<file path="config.mk">
export PLATFORM = sky130hd
export DESIGN_NAME = load_store_unit
export DESIGN_NICKNAME = d
export VERILOG_FILES = /design/src/rtl/load_store_unit.sv
export SDC_FILE = /design/constraint.sdc
export NUM_CORES = 1
export LEC_CHECK = 0
export ABC_AREA = 1
export CORE_MARGIN = 3
export CORE_UTILIZATION = 40
export DETAILED_ROUTE_END_ITERATION = 16
export DONT_BUFFER_PORTS = 1
export SLEW_MARGIN = 5
export SYNTH_ARGS = -nofsm -noshare
export SYNTH_HDL_FRONTEND = slang
export SYNTH_SLANG_ARGS = --single-unit
</file>
<file path="constraint.sdc">
create_clock -name clk -period 2.3 [get_ports clk]
set_clock_uncertainty 0.1 [all_clocks]
set_input_delay 0.46 -clock clk [delete_from_list [all_inputs] [get_ports clk]]
set_output_delay 0.46 -clock clk [all_outputs]
set_load 0.005 [all_outputs]
</file>
<file path="src/rtl/load_store_unit.sv">
// load_store_unit: RV32I load/store front end for a 32-bit, byte-addressable,
// write-first data memory with a synchronous read port. The unit handles one
// request at a time:
//   IDLE -> ACCESS -> RESP           stores (3 cycles)
//   IDLE -> ACCESS -> WAIT -> RESP   loads (4 cycles)
//   IDLE -> RESP                     rejected requests (2 cycles)
// Build option: define MISALIGN_TRAP_EN to reject misaligned half/word
// accesses with resp_err. When it is left undefined, the low offset bits are
// truncated and the access goes ahead.
module load_store_unit #(
  parameter int MEM_ADDR_WIDTH = 4
) (
  input  logic                      clk,
  input  logic                      rst_n,
  input  logic                      req_valid,
  output logic                      req_ready,
  input  logic                      req_we,
  input  logic [2:0]                req_funct3,
  input  logic [31:0]               req_addr,
  input  logic [31:0]               req_wdata,
  output logic                      resp_valid,
  output logic [31:0]               resp_rdata,
  output logic                      resp_err,
  output logic [3:0]                mem_byte_en,
  output logic [MEM_ADDR_WIDTH-1:0] mem_addr,
  output logic [31:0]               mem_din,
  input  logic [31:0]               mem_dout
);

  localparam logic [1:0] IDLE   = 2'd0;
  localparam logic [1:0] ACCESS = 2'd1;
  localparam logic [1:0] WAIT   = 2'd2;
  localparam logic [1:0] RESP   = 2'd3;

  // Access size, taken from funct3[1:0]
  localparam logic [1:0] SZ_BYTE = 2'b00;
  localparam logic [1:0] SZ_HALF = 2'b01;
  localparam logic [1:0] SZ_WORD = 2'b10;

  logic [1:0]                state_reg, state_next;
  logic                      we_reg;
  logic [2:0]                f3_reg;
  logic [1:0]                off_reg;
  logic [3:0]                be_reg;
  logic [MEM_ADDR_WIDTH-1:0] mem_addr_reg;
  logic [31:0]               mem_din_reg;
  logic [31:0]               resp_rdata_reg;
  logic                      resp_err_reg;

  // Request decode (combinational, used only while IDLE)
  logic [1:0]  size_in;
  logic [1:0]  off_in;
  logic [1:0]  off_use;
  logic        f3_legal;
  logic        misaligned_in;
  logic        trap_in;
  logic        err_in;
  logic [3:0]  be_in;
  logic [31:0] din_in;

  // Load extraction
  logic [7:0]  rd_lane [4];
  logic [7:0]  byte_sel;
  logic [15:0] half_sel;
  logic [31:0] load_data;

  // The memory only sees the word-address bits; anything above them wraps.
  logic unused_addr_hi;
  assign unused_addr_hi = ^req_addr[31:MEM_ADDR_WIDTH+2];

  assign size_in = req_funct3[1:0];
  assign off_in  = req_addr[1:0];

  // Legal: B/H/W in either direction, BU/HU only as loads.
  always_comb begin
    f3_legal = 1'b0;
    case (req_funct3)
      3'b000, 3'b001, 3'b010: f3_legal = 1'b1;
      3'b100, 3'b101:         f3_legal = ~req_we;
      default:                f3_legal = 1'b0;
    endcase
  end

  assign misaligned_in = ((size_in == SZ_HALF) && off_in[0]) ||
                         ((size_in == SZ_WORD) && (off_in != 2'b00));

`ifdef MISALIGN_TRAP_EN
  assign trap_in = misaligned_in;
`else
  assign trap_in = 1'b0;
`endif

  assign err_in = ~f3_legal | trap_in;

  // Drop the offset bits that the access size cannot use. When misaligned
  // requests are trapped this never changes an accepted request.
  always_comb begin
    off_use = off_in;
    case (size_in)
      SZ_HALF: off_use = {off_in[1], 1'b0};
      SZ_WORD: off_use = 2'b00;
      default: off_use = off_in;
    endcase
  end

  // Byte enables for the store lanes
  always_comb begin
    be_in = 4'b1111;
    case (size_in)
      SZ_BYTE: be_in = 4'b0001 << off_use;
      SZ_HALF: be_in = 4'b0011 << off_use;
      default: be_in = 4'b1111;
    endcase
  end

  // Lane replication of the store data and lane split of the read data
  generate
    for (genvar gi = 0; gi < 4; gi++) begin : g_lane
      assign din_in[8*gi +: 8] = (size_in == SZ_BYTE) ? req_wdata[7:0] :
                                 (size_in == SZ_HALF) ? req_wdata[8*(gi%2) +: 8] :
                                                        req_wdata[8*gi +: 8];
      assign rd_lane[gi] = mem_dout[8*gi +: 8];
    end
  endgenerate

  assign byte_sel = rd_lane[off_reg];
  assign half_sel = off_reg[1] ? mem_dout[31:16] : mem_dout[15:0];

  // Sign/zero extension of the selected lane(s)
  always_comb begin
    load_data = mem_dout;
    case (f3_reg)
      3'b000:  load_data = {{24{byte_sel[7]}}, byte_sel};
      3'b100:  load_data = {24'd0, byte_sel};
      3'b001:  load_data = {{16{half_sel[15]}}, half_sel};
      3'b101:  load_data = {16'd0, half_sel};
      default: load_data = mem_dout;
    endcase
  end

  // Next-state logic
  always_comb begin
    state_next = state_reg;
    case (state_reg)
      IDLE:    if (req_valid) state_next = err_in ? RESP : ACCESS;
      ACCESS:  state_next = we_reg ? RESP : WAIT;
      WAIT:    state_next = RESP;
      RESP:    state_next = IDLE;
      default: state_next = IDLE;
    endcase
  end

  // State register
  always_ff @(posedge clk) begin
    if (!rst_n) begin
      state_reg <= IDLE;
    end else begin
      state_reg <= state_next;
    end
  end

  // Request capture and response registers. The response registers change
  // only on the edge that enters RESP, so they hold between responses.
  always_ff @(posedge clk) begin
    if (!rst_n) begin
      we_reg         <= 1'b0;
      f3_reg         <= 3'b000;
      off_reg        <= 2'b00;
      be_reg         <= 4'b0000;
      mem_addr_reg   <= '0;
      mem_din_reg    <= 32'd0;
      resp_rdata_reg <= 32'd0;
      resp_err_reg   <= 1'b0;
    end else begin
      case (state_reg)
        IDLE: begin
          if (req_valid) begin
            we_reg  <= req_we;
            f3_reg  <= req_funct3;
            off_reg <= off_use;
            if (err_in) begin
              resp_err_reg   <= 1'b1;
              resp_rdata_reg <= 32'd0;
            end else begin
              mem_addr_reg <= req_addr[MEM_ADDR_WIDTH+1:2];
              mem_din_reg  <= din_in;
              be_reg       <= be_in;
            end
          end
        end
        ACCESS: begin
          if (we_reg) begin
            resp_err_reg   <= 1'b0;
            resp_rdata_reg <= 32'd0;
          end
        end
        WAIT: begin
          resp_err_reg   <= 1'b0;
          resp_rdata_reg <= load_data;
        end
        default: ;
      endcase
    end
  end

  // Outputs. Reset gates the write strobe and the response combinationally
  // so an aborted request can neither write nor complete.
  assign req_ready   = (state_reg == IDLE) && rst_n;
  assign resp_valid  = (state_reg == RESP) && rst_n;
  assign mem_byte_en = (rst_n && (state_reg == ACCESS) && we_reg) ? be_reg : 4'b0000;
  assign mem_addr    = mem_addr_reg;
  assign mem_din     = mem_din_reg;
  assign resp_rdata  = resp_rdata_reg;
  assign resp_err    = resp_err_reg;

endmodule

</file>
==> metrics.txt <==
overflow left after global routing=0; global routing usage on met2=about a third; TritonCTS clock tree=yes; class of the most critical setup path=reg2reg; number of pins exceeding their max-slew limit in the final report=0; core area=10400 sq um; reg2reg path depth=10; Seq/Total Area, Yosys=between 30 and 40%; ratio of routed vias to standard cells=roughly 5.1; Design Area, Final=~4500 sq um; worst rel slew slack=a little under three fifths; clock root buffer master=sky130_fd_sc_hd__clkbuf_8; area added between synthesis and finish=5.61%; Iter 0 DRT Violations=369; number of distinct library cell variants in the gate-level netlist after synthesis=22; antenna violations before repair=0; library cell appearing most often on the critical path=sky130_fd_sc_hd__nand2_1; most frequent standard cell in the layout excluding fill and tap cells=sky130_fd_sc_hd__nand2_1; Total GRT Usage=between 20% and 30%; Clk pin slew, worst setup/hold paths=0.10 ns; maximum capacitance violations=0; die extent in x=roughly 110 um; Max Fanout on Critical Path=36; final instance count without filler cells=805; maximum level of the CTS H-tree=3; most used cells in the layout excluding fill and tap cells=172 x sky130_fd_sc_hd__nand2_1, 116 x sky130_fd_sc_hd__nor2_1, 92 x sky130_fd_sc_hd__o21ai_0; proportion of power drawn by the clock network=between 20% and 30%; global-route wire length before repair=roughly 19 mm; number of setup violations in the final report=0; CP max stage delay=0.41 ns; Fin Setup TNS=0 ns; synthesis warning total=0; maximum clock frequency=474 MHz; share of post-route cells with drive strength above 1=5.23%; placed insts=789; setup repair bufs after CTS=0; worst hold start=rst_n; Worst Tran Pin Value=between 0.6 and 0.7 ns; slowest cell on the critical path=sky130_fd_sc_hd__dfxtp_1; dpl hpwl=8.82 mm; maximum number of pins on one net before global-route repair=66; portion of the clock cycle consumed by the worst path in the final layout=91.8%; DR DRC count=0; relative contribution of sequential cells to total power=39.6%; end-of-flow core utilization=43.6%; maximum ir drop on the vdd rail=0.408 mV; Most Used Layer, Global Route=met2; Switching Share=43.5%; number of hold buffers added after CTS=0; TritonCTS sink count=81; num rows=37; # port buffers=0; Starting Density=about two fifths; Comb power frac=39.2%; leakage power=approximately 2.1 nW; RSZ-0062 raised after global routing=false; Post-Syn Nets=just under 800; sort of element at the start of the critical path=flop; clock latency reported for the late side of the worst-skew pair=between 0.3 and 0.4 ns; fraction of met3 tracks used by global routing=7.63%; Die Y=110 um; cell depth of the worst min-delay path=2; total vias in the final route=4130; endpoints failing hold=0; area post-placement=4340 sq um; CP Buf/Inv Count=2; Int Power=0.00295 W; overall die area=12000 sq um; post-cts gate resize count=0; final weighted congestion in routability-driven placement=around 0.94; router iterations before antenna repair=5; WL/cell=15.0 um; signal arrival time at the worst endpoint=2.29 ns; Hold EP=mem_din[7]; path type of the worst min-delay path=in2reg; required time of the worst setup path=2.47 ns; WL final=12.1 mm; Mean Syn Cell Area=6.31 sq um; vias in the first global route=3873; kind of cell with the highest combined delay on the critical path=simple AND/OR/NAND/NOR gates; IO Pins=178; worst-case hold slack=0.122 ns; clock buffer count from CTS=9; flop and latch count out of synthesis=about 80; critical path endpoint category=flop; synthesized instance count=~700; Pwr per Cell Area=about 1100 nW/um^2; Critical R2R Launch=state_reg[0]; Syn Std Cell Area=between 4000 and 5000 sq um; critical-path cell list=inv_1 > ha_1 > nand2_1 > nand2_1 > nor2_1 > nand2_4 > buf_12 > nor2_1 > nand2_1 > a21oi_1; number of nets at the end of the flow=775; outcome=finished clean; remaining number of nets flagged by the antenna check after routing=0; clock buffer depth=2; GRT met1 Usage=24.2%; Ant. Diodes=0; worst reg2reg path endpoint=resp_rdata[17]; post-layout minimum cycle time=around 2.1 ns; switching component of the power=0.00227 W; register-to-register path setup slack=0.19 ns
[logic make-up after synthesis]
| logic type | Yosys count | synth area share, % |
|---|---|---|
| AND/OR/NAND/NOR | 318 | 29.8 |
| AO/OA/AOI/OAI | 159 | 18.5 |
| buffers and inverters | 116 | 11.7 |
| flip-flops | 81 | 37.7 |
| adder cells (fa/ha/maj) | 8 | 2.33 |
[routing by layer]
metal	vias to the layer above	routed length (um)
li1	2093	-
met1	1860	4990
met2	161	5760
met3	16	1140
met4	0	204
met5	-	0
[power groups by stage]
stage                     clock network [W]  logic (W)  registers (W)
after floorplan                           0    0.00176        0.00199
after global placement                    0    0.00200        0.00210
after detailed placement                  0    0.00204        0.00211
after CTS                           0.00113    0.00205        0.00208
after global routing                0.00120    0.00239        0.00213
final                               0.00111    0.00204        0.00207
[synth_stat cells]
library cell                 n  share of area, %
sky130_fd_sc_hd__nand2_1   172                15
sky130_fd_sc_hd__nor2_1    116                10
sky130_fd_sc_hd__o21ai_0    92                11
sky130_fd_sc_hd__dfxtp_1    81                38
sky130_fd_sc_hd__inv_1      76               6.6
sky130_fd_sc_hd__a21oi_1    64               7.4
sky130_fd_sc_hd__clkbuf_1   17               1.5
sky130_fd_sc_hd__nand3_1    16               1.9
sky130_fd_sc_hd__buf_2       8              0.93
sky130_fd_sc_hd__ha_1        8               2.3
sky130_fd_sc_hd__buf_6       6               1.6
sky130_fd_sc_hd__and2_1      4              0.58
sky130_fd_sc_hd__inv_2       4              0.35
sky130_fd_sc_hd__buf_4       3              0.52
sky130_fd_sc_hd__nand2_2     3              0.44
sky130_fd_sc_hd__nor2_4      3              0.78
sky130_fd_sc_hd__buf_1       2              0.17
sky130_fd_sc_hd__nand3b_1    2              0.35
sky130_fd_sc_hd__o21ai_1     2              0.23
sky130_fd_sc_hd__nand2_4     1              0.26
sky130_fd_sc_hd__nand3_4     1              0.41
sky130_fd_sc_hd__o211ai_1    1              0.17
[through the flow]
| stage | total power, W | setup WS, ns |
|---|---|---|
| after floorplan | 0.00375 | 0.456 |
| after global placement | 0.00410 | 0.240 |
| after detailed placement | 0.00415 | 0.179 |
| after CTS | 0.00527 | 0.198 |
| after global routing | 0.00571 | 0.00323 |
| final | 0.00522 | 0.189 |
[cell type report]
| cell class | instances | area (sq um) |
|---|---|---|
| fill | 1165 | 5870 |
| clock buffer | 9 | 124 |
| clock inverter | 7 | 83.8 |
| timing repair buffer | 7 | 65.1 |
| sequential | 81 | 1620 |
| tap | 136 | 170 |
| inverter | 80 | 300 |
| multi-input combinational | 485 | 2180 |
[worst max path at each step]
stage | startpoint | end | slack (ns) | cells after the start
after global routing | state_reg[0] | resp_rdata[17] | 0.003 | 10
final | state_reg[0] | resp_rdata[17] | 0.19 | 10
after global placement | req_funct3[0] | be_reg[3] | 0.24 | 9
after CTS | state_reg[0] | resp_rdata[17] | 0.20 | 10
after floorplan | req_funct3[1] | resp_rdata[6] | 0.46 | 11
after detailed placement | req_funct3[0] | be_reg[3] | 0.18 | 9
[worst register-to-register path, delay by kind of cell (launching register included)]
family | cells | cell delay (ns)
compound gates | 1 | 0.15
fa+ha+maj | 1 | 0.28
buf+inv | 2 | 0.33
flops | 1 | 0.41
simple gates | 6 | 0.77
(Power assumes the default switching activity.)
